<file path="config.mk">
export PLATFORM = sky130hd
export DESIGN_NAME = target_sprite_mapper
export DESIGN_NICKNAME = d
export VERILOG_FILES = /design/src/rtl/target_pkg.sv /design/src/rtl/target_hit_test.sv /design/src/rtl/target_sprite_mapper.sv
export SDC_FILE = /design/constraint.sdc
export NUM_CORES = 1
export LEC_CHECK = 0
export CELL_PAD_IN_SITES_DETAIL_PLACEMENT = 0
export CELL_PAD_IN_SITES_GLOBAL_PLACEMENT = 1
export CORE_MARGIN = 2
export CORE_UTILIZATION = 30
export DETAILED_ROUTE_END_ITERATION = 16
export PLACE_DENSITY_LB_ADDON = 0.15
export SLEW_MARGIN = 10
export SYNTH_ARGS = -nofsm -noshare
export SYNTH_HDL_FRONTEND = slang
export SYNTH_SLANG_ARGS = --single-unit
</file>
<file path="constraint.sdc">
create_clock -name clk -period 10.1 [get_ports clk]
set_clock_uncertainty 0.05 [all_clocks]
set_input_delay 2.02 -clock clk [delete_from_list [all_inputs] [get_ports clk]]
set_output_delay 2.02 -clock clk [all_outputs]
set_load 0.03 [all_outputs]
</file>
<file path="src/rtl/target_pkg.sv">
// Shared constants for the target sprite mapper.
//   COORD_W     : pixel/target coordinate width
//   INBLK_W     : texel address width inside a block
//   DEF_*       : default values for the mapper parameters
//   clog2_min1  : ceil(log2(v)) clamped to at least 1 bit
package target_pkg;

    localparam int unsigned COORD_W         = 10;
    localparam int unsigned INBLK_W         = 10;
    localparam int unsigned DEF_N_TARGETS   = 4;
    localparam int unsigned DEF_BLOCK_LOG2  = 5;
    localparam int unsigned DEF_GRID        = 3;
    localparam int unsigned DEF_Y_LIMIT     = 385;
    localparam int unsigned DEF_ADDR_OFFSET = 2;

    function automatic int unsigned clog2_min1(input int unsigned v);
        return (v <= 1) ? 1 : $clog2(v);
    endfunction

endpackage

</file>
<file path="src/rtl/target_hit_test.sv">
// Combinational coverage test of one target against the current pixel.
//   fx, fy        : current pixel coordinate
//   tx, ty, en    : shadowed target position and enable
//   pixel_valid   : pixel is visible this cycle
//   hit           : target covers the pixel
//   dx, dy        : pixel offset from target origin (meaningful only when hit)
module target_hit_test
    import target_pkg::*;
#(
    parameter int unsigned SPAN    = 96,
    parameter int unsigned Y_LIMIT = 385
) (
    input  logic [COORD_W-1:0] fx,
    input  logic [COORD_W-1:0] fy,
    input  logic [COORD_W-1:0] tx,
    input  logic [COORD_W-1:0] ty,
    input  logic               en,
    input  logic               pixel_valid,
    output logic               hit,
    output logic [COORD_W-1:0] dx,
    output logic [COORD_W-1:0] dy
);

    localparam logic [COORD_W:0] SPAN_W = (COORD_W + 1)'(SPAN);
    localparam logic [COORD_W:0] YLIM_W = (COORD_W + 1)'(Y_LIMIT);

    // One extra bit so a target near 1023 extends past the edge instead of wrapping.
    logic [COORD_W:0] x_end;
    logic [COORD_W:0] y_end;

    assign x_end = {1'b0, tx} + SPAN_W;
    assign y_end = {1'b0, ty} + SPAN_W;

    assign hit = en & pixel_valid
               & (fx >= tx) & ({1'b0, fx} < x_end)
               & (fy >= ty) & ({1'b0, fy} < y_end)
               & ({1'b0, fy} < YLIM_W);

    assign dx = fx - tx;
    assign dy = fy - ty;

endmodule

</file>
<file path="src/rtl/target_sprite_mapper.sv">
// Maps the current pixel onto up to N_TARGETS square sprites (GRID x GRID
// blocks of 2^BLOCK_LOG2 pixels). Two-stage pipeline, one pixel per cycle.
//   clk, reset           : clock, synchronous active-high reset
//   frame_start          : latches target positions/enables into shadow regs
//   pixel_valid, frame_x/y : pixel stream
//   target_x/y, target_enable : packed live target parameters
//   hit_valid, hit_id    : a target covers the pixel issued 2 cycles earlier
//   block_coord          : block index within the winning sprite
//   inblock_coord        : texel address within the block (+ADDR_OFFSET)
//   overlap              : more than one target covers the pixel
//   hit_count            : per-target win counts of the previous frame,
//                          present only when TARGET_HIT_COUNT_EN is defined
module target_sprite_mapper
    import target_pkg::*;
#(
    parameter int unsigned N_TARGETS   = DEF_N_TARGETS,
    parameter int unsigned BLOCK_LOG2  = DEF_BLOCK_LOG2,
    parameter int unsigned GRID        = DEF_GRID,
    parameter int unsigned Y_LIMIT     = DEF_Y_LIMIT,
    parameter int unsigned ADDR_OFFSET = DEF_ADDR_OFFSET,
    localparam int unsigned ID_W       = clog2_min1(N_TARGETS),
    localparam int unsigned BLK_W      = clog2_min1(GRID * GRID)
) (
    input  logic                           clk,
    input  logic                           reset,
    input  logic                           frame_start,
    input  logic                           pixel_valid,
    input  logic [COORD_W-1:0]             frame_x,
    input  logic [COORD_W-1:0]             frame_y,
    input  logic [COORD_W*N_TARGETS-1:0]   target_x,
    input  logic [COORD_W*N_TARGETS-1:0]   target_y,
    input  logic [N_TARGETS-1:0]           target_enable,
    output logic                           hit_valid,
    output logic [ID_W-1:0]                hit_id,
    output logic [BLK_W-1:0]               block_coord,
    output logic [INBLK_W-1:0]             inblock_coord,
    output logic                           overlap
`ifdef TARGET_HIT_COUNT_EN
    ,
    output logic [16*N_TARGETS-1:0]        hit_count
`endif
);

    localparam int unsigned SPAN = GRID * (1 << BLOCK_LOG2);
    localparam logic [COORD_W-1:0] BMASK = COORD_W'((1 << BLOCK_LOG2) - 1);

    // Shadow copies of the target parameters, stable for a whole frame.
    logic [COORD_W*N_TARGETS-1:0] sh_x;
    logic [COORD_W*N_TARGETS-1:0] sh_y;
    logic [N_TARGETS-1:0]         sh_en;

    always_ff @(posedge clk) begin
        if (reset) begin
            sh_x  <= '0;
            sh_y  <= '0;
            sh_en <= '0;
        end else if (frame_start) begin
            sh_x  <= target_x;
            sh_y  <= target_y;
            sh_en <= target_enable;
        end
    end

    // Stage 1: per-target compare/subtract.
    logic [N_TARGETS-1:0] hit_c;
    logic [COORD_W-1:0]   dx_c [N_TARGETS];
    logic [COORD_W-1:0]   dy_c [N_TARGETS];

    for (genvar g = 0; g < N_TARGETS; g++) begin : gen_hit
        target_hit_test #(
            .SPAN    (SPAN),
            .Y_LIMIT (Y_LIMIT)
        ) u_hit_test (
            .fx          (frame_x),
            .fy          (frame_y),
            .tx          (sh_x[g*COORD_W +: COORD_W]),
            .ty          (sh_y[g*COORD_W +: COORD_W]),
            .en          (sh_en[g]),
            .pixel_valid (pixel_valid),
            .hit         (hit_c[g]),
            .dx          (dx_c[g]),
            .dy          (dy_c[g])
        );
    end

    logic [N_TARGETS-1:0] s1_hit;
    logic [COORD_W-1:0]   s1_dx [N_TARGETS];
    logic [COORD_W-1:0]   s1_dy [N_TARGETS];

    always_ff @(posedge clk) begin
        if (reset) begin
            s1_hit <= '0;
            for (int i = 0; i < N_TARGETS; i++) begin
                s1_dx[i] <= '0;
                s1_dy[i] <= '0;
            end
        end else begin
            s1_hit <= hit_c;
            for (int i = 0; i < N_TARGETS; i++) begin
                s1_dx[i] <= dx_c[i];
                s1_dy[i] <= dy_c[i];
            end
        end
    end

    // Stage 2: fixed-priority select, lowest index wins.
    logic               win_valid;
    logic               win_multi;
    logic [ID_W-1:0]    win_id;
    logic [COORD_W-1:0] win_dx;
    logic [COORD_W-1:0] win_dy;
    logic [COORD_W-1:0] bx;
    logic [COORD_W-1:0] by;
    logic [BLK_W-1:0]   block_c;
    logic [INBLK_W-1:0] inblock_c;

    always_comb begin
        win_valid = 1'b0;
        win_multi = 1'b0;
        win_id    = '0;
        win_dx    = '0;
        win_dy    = '0;
        for (int i = 0; i < N_TARGETS; i++) begin
            if (s1_hit[i]) begin
                if (win_valid) begin
                    win_multi = 1'b1;
                end else begin
                    win_valid = 1'b1;
                    win_id    = ID_W'(i);
                    win_dx    = s1_dx[i];
                    win_dy    = s1_dy[i];
                end
            end
        end
    end

    assign bx        = win_dx >> BLOCK_LOG2;
    assign by        = win_dy >> BLOCK_LOG2;
    assign block_c   = BLK_W'(32'(bx) + GRID * 32'(by));
    assign inblock_c = INBLK_W'(32'(win_dx & BMASK) + (32'(win_dy & BMASK) << BLOCK_LOG2)
                                + ADDR_OFFSET);

    always_ff @(posedge clk) begin
        if (reset) begin
            hit_valid     <= 1'b0;
            hit_id        <= '0;
            block_coord   <= '0;
            inblock_coord <= '0;
            overlap       <= 1'b0;
        end else begin
            hit_valid     <= win_valid;
            hit_id        <= win_id;
            block_coord   <= win_valid ? block_c : '0;
            inblock_coord <= win_valid ? inblock_c : '0;
            overlap       <= win_multi;
        end
    end

`ifdef TARGET_HIT_COUNT_EN
    // Per-target saturating win counters, snapshotted and cleared per frame.
    logic [15:0] cnt [N_TARGETS];

    always_ff @(posedge clk) begin
        if (reset) begin
            hit_count <= '0;
            for (int i = 0; i < N_TARGETS; i++) cnt[i] <= '0;
        end else if (frame_start) begin
            for (int i = 0; i < N_TARGETS; i++) begin
                hit_count[16*i +: 16] <= cnt[i];
                cnt[i]                <= '0;
            end
        end else begin
            for (int i = 0; i < N_TARGETS; i++) begin
                if (win_valid && (win_id == ID_W'(i)) && (cnt[i] != 16'hffff)) begin
                    cnt[i] <= cnt[i] + 16'd1;
                end
            end
        end
    end
`endif

endmodule

</file>
==> flow_metrics.env, run 1 <==
export IMPL_post_drt_via_cell_ratio=4.832
export IMPL_first_pass_grt_wire_length_mm=49.39
export IMPL_place_detailed_hpwl_mm=24.25
export IMPL_clock_fmax_mhz=222.4
export IMPL_post_synth_top_area_fraction_pct=33.44
export IMPL_totalWireLength_mm=31.54
export IMPL_fin_tns_setup_ns=0
export IMPL_power_w=0.001895
export IMPL_worst_path_max_delay_cell="sky130_fd_sc_hd__clkdlybuf4s50_1"
export IMPL_placementRows=69
export IMPL_synth_largest_area_cell="sky130_fd_sc_hd__dfxtp_1"
export IMPL_grt_overflow=0
export IMPL_critical_path_cell_chain="clkdlybuf4s50_1, fa_1, a211oi_1, nor2_1, or4_1, a31oi_1, o21a_1, a221oi_1"
export IMPL_clock_sink_count=178
export IMPL_post_cts_buffers=0
export IMPL_min_path_type="flip-flop to flip-flop"
export IMPL_die_h_um=192.5
export IMPL_number_of_enable_type_register_cells_in_the_synthesized_netlist=0
export IMPL_crit_path_dat_ns=4.79
export IMPL_mappedNetlistNets=1440
export IMPL_drv_cap=0
export IMPL_drc=0
export IMPL_grt_use_met2_pct=27.92
export IMPL_total_global_routing_track_utilization_pct=17.73
export IMPL_routabilityCongestion=0.7981
export IMPL_top_level_ports=126
export IMPL_first_global_vias=8591
export IMPL_insertedDiodeCount=0
export IMPL_area_delta_synth_final_pct=21.67
export IMPL_chipWidth_um=192.5
export IMPL_clk_pin_slew_ns=0.08
export IMPL_clock_tree_buffer_depth=2
export IMPL_dieArea_um2=37040
export IMPL_hold_viol=0
export IMPL_route_detailed_wl_per_inst_um=17.74
export IMPL_syn_cell_area_um2=10660
export IMPL_layout_nets=1554
export IMPL_fraction_of_layout_instances_using_a_drive_strength_above_1_pct=4.328
export IMPL_finalInstanceArea_um2=12970
export IMPL_postSynthAreaPerCell_um2=8.955
export IMPL_ant_nets=0
export IMPL_start_util_pct=30.18
export IMPL_power_leakage_nw=5.307
export IMPL_clock_root_cell="sky130_fd_sc_hd__clkbuf_16"
export IMPL_rsz_0062_raised_after_global_routing="false"
export IMPL_netlist_top_cells_count="179 x sky130_fd_sc_hd__nor2_1, 178 x sky130_fd_sc_hd__dfxtp_1, 131 x sky130_fd_sc_hd__ha_1"
export IMPL_timing_final_setup_violations=0
export IMPL_post_synth_num_cell_types=64
export IMPL_critical_path_required_ns=10.39
export IMPL_drt_pass1_iter_count=5
export IMPL_synth_async_reset_ratio_pct=0
export IMPL_cts_resized=0
export IMPL_cpLargestDelayFamily="compound AO/OA/AOI/OAI gates"
export IMPL_timing_final_crit_period_ns=4.496
export IMPL_cts_hold_buf=0
export IMPL_worstSetupEndpointType="flip-flop"
export IMPL_worstSkewPairLatency_ns=0.46
export IMPL_worst_slew_pin_slew_ns=1.068
export IMPL_placeableCoreArea_um2=35310
export IMPL_post_dp_cell_area_um2=12370
export IMPL_synth_most_common_cell="sky130_fd_sc_hd__nor2_1"
export IMPL_post_route_period_util_pct=44.52
export IMPL_crit_buf_inv=1
export IMPL_relSlewSlack_pct=28.52
export IMPL_outcome="completed"
export IMPL_critical_path_max_fanout=8
export IMPL_htreeDepth=4
export IMPL_top_usage_layer="met2"
export IMPL_power_per_cell_area_nw_per_um2=146.2
export IMPL_path_class="primary input to flip-flop"
export IMPL_grt_start_max_net_pins=81
export IMPL_worst_ir_drop_vdd_mv=0.1333
export IMPL_port_buffers=125
export IMPL_synth_area_top_cells="sky130_fd_sc_hd__dfxtp_1 33%, sky130_fd_sc_hd__ha_1 15%, sky130_fd_sc_hd__mux2i_1 7.9%"
export IMPL_yosys_warnings=0
export IMPL_cts_tree="done"
export IMPL_synth_cells=1190
export IMPL_yosys_register_bits=178
export IMPL_yosys_most_used_dff="sky130_fd_sc_hd__dfxtp_1"
export IMPL_global_route_usage_met3_pct=2.855
export IMPL_drv_slew=0
export IMPL_cts_buffers=17
export IMPL_whs_ns=0.4479
export IMPL_drt_first_iter_violations=434
export IMPL_globalRouteMet1Util_pct=25.27
export IMPL_antenna_found_initial=0
export IMPL_synth_seq_area_share_pct=33.44
export IMPL_timing_critical_path_from_type="primary input"
export IMPL_route_vias_total=8592
export IMPL_max_stage_delay_ns=0.66
path summary, 6_finish.rpt:
path	start	slack (ns)	cells past startpoint	endpoint
worst min register to register	sh_x[3]	0.45	2	sh_x[3]
worst max register to register	s1_hit[2]	6.28	10	block_coord[3]
worst max-delay path	frame_x[1]	5.60	8	s1_hit[1]
worst min-delay path	sh_x[3]	0.45	2	sh_x[3]
routing by layer:
metal	share of wire [%]	routed length (µm)	vias to the layer above
li1	-	-	4424
met1	52	16360	4037
met2	44	14010	111
met3	2.8	892	20
met4	0.88	278	0
met5	0	0	-
worst register-to-register path: stages (launching register included):
cell                      delay (ns)
sky130_fd_sc_hd__dfxtp_1        0.51
sky130_fd_sc_hd__nor4b_4        1.03
sky130_fd_sc_hd__a22oi_1        0.15
sky130_fd_sc_hd__o21ai_0        0.22
sky130_fd_sc_hd__fa_1           0.49
sky130_fd_sc_hd__ha_1           0.22
sky130_fd_sc_hd__fa_1           0.38
sky130_fd_sc_hd__xnor2_1        0.20
sky130_fd_sc_hd__xnor2_1        0.10
sky130_fd_sc_hd__xnor2_1        0.27
sky130_fd_sc_hd__nor2_1         0.09
state kept, by name (all words and copies together), names as in the netlist:
| name | count |
|---|---|
| overlap | 1 |
| hit_valid | 1 |
| s1_dy | 36 |
| s1_dx | 36 |
| block_coord | 4 |
| hit_id | 2 |
| s1_hit | 4 |
| sh_en | 4 |
| inblock_coord | 10 |
| sh_y | 40 |
| sh_x | 40 |
through the flow:
step	setup WS, ns	instances	utilization (%)
floorplan	6.063	1190	-
global placement	5.156	1746	35.03
detailed placement	5.129	1746	35.03
CTS	5.628	1778	36.72
global route	5.483	1778	36.72
finish	5.604	1778	36.72
area by class of cell:
class / instances / area (µm²)
Sequential cell: 178 / 3563
Inverter: 99 / 371.6
Timing Repair Buffer: 132 / 1299
Fill cell: 3636 / 22340
Tap cell: 461 / 576.8
Clock buffer: 18 / 429.2
Clock inverter: 14 / 167.7
Multi-Input combinational cell: 876 / 6559
report_power, final:
group / switching [W] / total [W] / leakage, nW / internal (W)
clock network: 0.000327 / 0.000701 / 0.292 / 0.000374
logic: 0.000219 / 0.000404 / 3.54 / 0.000185
registers: 0.0000320 / 0.000790 / 1.47 / 0.000758
cells in the final DEF, fill, tap and decap left out, types with 4 or more instances in the layout:
master,instances
sky130_fd_sc_hd__a211oi_1,16
sky130_fd_sc_hd__mux2i_1,84
sky130_fd_sc_hd__clkdlybuf4s50_1,123
sky130_fd_sc_hd__o21a_1,16
sky130_fd_sc_hd__a221oi_1,5
sky130_fd_sc_hd__inv_1,99
sky130_fd_sc_hd__inv_6,5
sky130_fd_sc_hd__o21ai_0,51
sky130_fd_sc_hd__dfxtp_1,178
sky130_fd_sc_hd__and2_1,5
sky130_fd_sc_hd__o41ai_1,4
sky130_fd_sc_hd__o2111ai_1,8
sky130_fd_sc_hd__or3_1,4
sky130_fd_sc_hd__o21bai_1,5
sky130_fd_sc_hd__a22oi_1,16
sky130_fd_sc_hd__nand2_1,24
sky130_fd_sc_hd__o22ai_1,7
sky130_fd_sc_hd__or2_2,7
sky130_fd_sc_hd__xnor2_1,46
sky130_fd_sc_hd__nor3_1,30
sky130_fd_sc_hd__buf_4,9
sky130_fd_sc_hd__a21o_1,16
sky130_fd_sc_hd__nor2_1,179
sky130_fd_sc_hd__a21oi_1,52
sky130_fd_sc_hd__nand2b_1,11
sky130_fd_sc_hd__nor4_1,4
sky130_fd_sc_hd__o211ai_1,4
sky130_fd_sc_hd__xor2_1,24
sky130_fd_sc_hd__a31oi_1,7
sky130_fd_sc_hd__nand4_1,11
sky130_fd_sc_hd__a22o_1,8
sky130_fd_sc_hd__ha_1,131
sky130_fd_sc_hd__fa_1,11
sky130_fd_sc_hd__o31a_1,8
sky130_fd_sc_hd__nand3_1,17
sky130_fd_sc_hd__nor2b_1,26
sky130_fd_sc_hd__clkbuf_16,17
sky130_fd_sc_hd__nand3b_1,4
cell families (layout without fill, tap and decap cells):
kind of cell    after synthesis  after routing  synth area share (%)
simple gates                335            335                 14.90
compound gates              243            243                 15.36
flops                       178            178                 33.44
fa+ha+maj                   143            143                 17.54
buf+inv                     136            263                 5.013
mux                          85             85                 7.996
xor+xnor                     70             70                 5.753
Note: power is estimated with default switching activity, not from simulation.
==> run 2, diff against run 1 <==
==> constraint.sdc (replaced) <==
create_clock -name clk -period 3.7 [get_ports clk]
set_clock_uncertainty 0.05 [all_clocks]
set_input_delay 0.74 -clock clk [delete_from_list [all_inputs] [get_ports clk]]
set_output_delay 0.74 -clock clk [all_outputs]
set_load 0.03 [all_outputs]
==> run 2 against run 1 <==
Final cell count up 1.6%. Via count up 1.1%. Combinational power rose to 2.8 times the previous value. Critical path type is now flip-flop to flip-flop. Sequential power rose to 2.7 times the previous value. Non-clock buffer count up 28. Sequential share of layout area down 0.55 points. Clock power rose to 2.8 times the previous value. Design area up 2.0%. Die area unchanged. Highest routed layer unchanged. Count of clock-buffer cells in the layout up 2. Register-to-register slack worse by 5.9 ns.
==> flow_metrics.env, run 2 (synthesis gave the netlist of run 1 again) <==
export IMPL_place_detailed_hpwl_mm=25.27
export IMPL_fraction_of_layout_instances_using_a_drive_strength_above_1_pct=6.320
export IMPL_largestRegisters="sh_x x40, sh_y x40"
export IMPL_critical_path_required_ns=3.98
export IMPL_drv_cap=0
export IMPL_timing_critical_path_from_type="flip-flop"
export IMPL_most_common_layout_cells="179 x sky130_fd_sc_hd__nor2_1, 178 x sky130_fd_sc_hd__dfxtp_1, 131 x sky130_fd_sc_hd__ha_1"
export IMPL_max_stage_delay_ns=0.60
export IMPL_worst_r2r_startpoint="s1_hit[1]"
export IMPL_worstSetupEndpointType="flip-flop"
export IMPL_critical_path_most_common_cell="sky130_fd_sc_hd__xnor2_1"
export IMPL_placementRows=69
export IMPL_worst_path_max_delay_cell="sky130_fd_sc_hd__dfxtp_1"
export IMPL_antenna_found_initial=0
export IMPL_regToRegEndpoint="block_coord[3]"
export IMPL_clock_fmax_mhz=301.2
export IMPL_critical_path_max_fanout=10
export IMPL_timing_final_setup_violations=0
export IMPL_clock_root_cell="sky130_fd_sc_hd__clkbuf_16"
export IMPL_clock_sink_count=178
export IMPL_rsz_0062_raised_after_global_routing="false"
export IMPL_fin_tns_setup_ns=0
export IMPL_cts_buffers=17
export IMPL_critical_path_startpoint="s1_hit[1]"
export IMPL_route_vias_total=8689
export IMPL_power_per_cell_area_nw_per_um2=396.3
export IMPL_drc=0
export IMPL_total_global_routing_track_utilization_pct=17.80
export IMPL_whs_ns=0.4444
export IMPL_worstSkewPairLatency_ns=0.44
export IMPL_cpLargestDelayFamily="adder cells"
export IMPL_clk_pin_slew_ns=0.07
export IMPL_min_path_type="flip-flop to flip-flop"
export IMPL_rr_worst_depth=12
export IMPL_power_leakage_nw=5.461
export IMPL_critical_path_cell_chain="nor2b_1, a22oi_1, nor2_1, a221oi_1, inv_1, fa_1, ha_1, fa_1, xnor2_1, xnor2_1, xnor2_1, nor2_1"
export IMPL_layout_nets=1582
export IMPL_grt_overflow=0
export IMPL_first_pass_grt_wire_length_mm=49.89
export IMPL_ant_nets=0
export IMPL_die_h_um=192.5
export IMPL_post_cts_buffers=0
export IMPL_placeableCoreArea_um2=35310
export IMPL_top_level_ports=126
export IMPL_post_route_period_util_pct=89.72
export IMPL_dieArea_um2=37040
export IMPL_cts_hold_buf=0
export IMPL_start_util_pct=30.18
export IMPL_crit_path_dat_ns=3.60
export IMPL_preCtsSetupSlack_ns=0.1926
export IMPL_drt_first_iter_violations=387
export IMPL_setup_slack_ns=0.3802
export IMPL_drv_slew=0
export IMPL_relSlewSlack_pct=48.34
export IMPL_clock_tree_buffer_depth=2
export IMPL_area_delta_synth_final_pct=24.14
export IMPL_most_common_cell_after_layout_fill_and_taps_aside="sky130_fd_sc_hd__nor2_1"
export IMPL_final_cells=1806
export IMPL_min_to="sh_x[21]"
export IMPL_port_buffers=125
export IMPL_worst_hold_launch="sh_x[21]"
export IMPL_rrSetupSlack_ns=0.38
export IMPL_holdPathStages=2
export IMPL_cts_resized=0
export IMPL_worst_ir_drop_vdd_mv=0.3409
export IMPL_placed_cells_incl_taps=1774
export IMPL_totalWireLength_mm=31.72
export IMPL_hold_viol=0
export IMPL_post_route_util_pct=37.46
export IMPL_path_class="flip-flop to flip-flop"
export IMPL_chipWidth_um=192.5
export IMPL_drt_pass1_iter_count=5
export IMPL_route_detailed_wl_per_inst_um=17.56
export IMPL_insertedDiodeCount=0
export IMPL_post_drt_via_cell_ratio=4.811
export IMPL_crit_buf_inv=1
export IMPL_worst_slew_pin_slew_ns=0.7649
export IMPL_grt_start_max_net_pins=54
export IMPL_routabilityCongestion=0.8417
export IMPL_first_global_vias=8742
export IMPL_cts_tree="done"
export IMPL_outcome="completed"
export IMPL_timing_final_crit_period_ns=3.320
export IMPL_htreeDepth=4
[run 2: tightest hold or removal path: stages, from the launching register on]
cell                      delay, ns
sky130_fd_sc_hd__dfxtp_1       0.33
sky130_fd_sc_hd__mux2i_1       0.06
sky130_fd_sc_hd__nor2_1        0.07
[run 2: where the power goes]
| group | internal, W | leakage, nW | total, W | switching, W |
|---|---|---|---|---|
| clock | 0.00111 | 0.303 | 0.00195 | 0.000831 |
| sequential | 0.00207 | 1.47 | 0.00216 | 0.0000913 |
| combinational | 0.000529 | 3.69 | 0.00113 | 0.000605 |
| total | 0.00371 | 5.46 | 0.00524 | 0.00153 |
[run 2: area by class of cell]
type,instances,area [µm²]
Fill cell,3638,22080
Multi-Input combinational cell,876,6559
Sequential cell,178,3563
Timing Repair Buffer,160,1534
Tap cell,461,576.8
Clock buffer,20,456.7
Inverter,99,371.6
Clock inverter,12,167.7
[run 2: stage by stage]
step	power (W)	cell area, µm²
4_1_cts	0.005327	13230
3_5_place_dp	0.003345	12600
6_report	0.005242	13230
2_1_floorplan	0.002896	10660
3_3_place_gp	0.003346	12600
5_1_grt	0.005545	13230
[run 2: how the worst max path moves through the flow]
stage,to,slack (ns),cells after the start
after floorplan,block_coord[3],0.52,14
after global placement,s1_hit[1],0.22,11
after detailed placement,s1_hit[2],0.19,10
after CTS,block_coord[3],0.37,12
after global routing,block_coord[3],0.13,12
final,block_coord[3],0.38,12
[run 2: per-layer routing]
| layer | part of all wire (%) | vias up | GRT usage [%] |
|---|---|---|---|
| li1 | - | 4478 | - |
| met1 | 52 | 4056 | 25.57 |
| met2 | 44 | 128 | 27.61 |
| met3 | 2.9 | 27 | 2.600 |
| met4 | 1.6 | 0 | 4.844 |
| met5 | 0 | - | 0 |
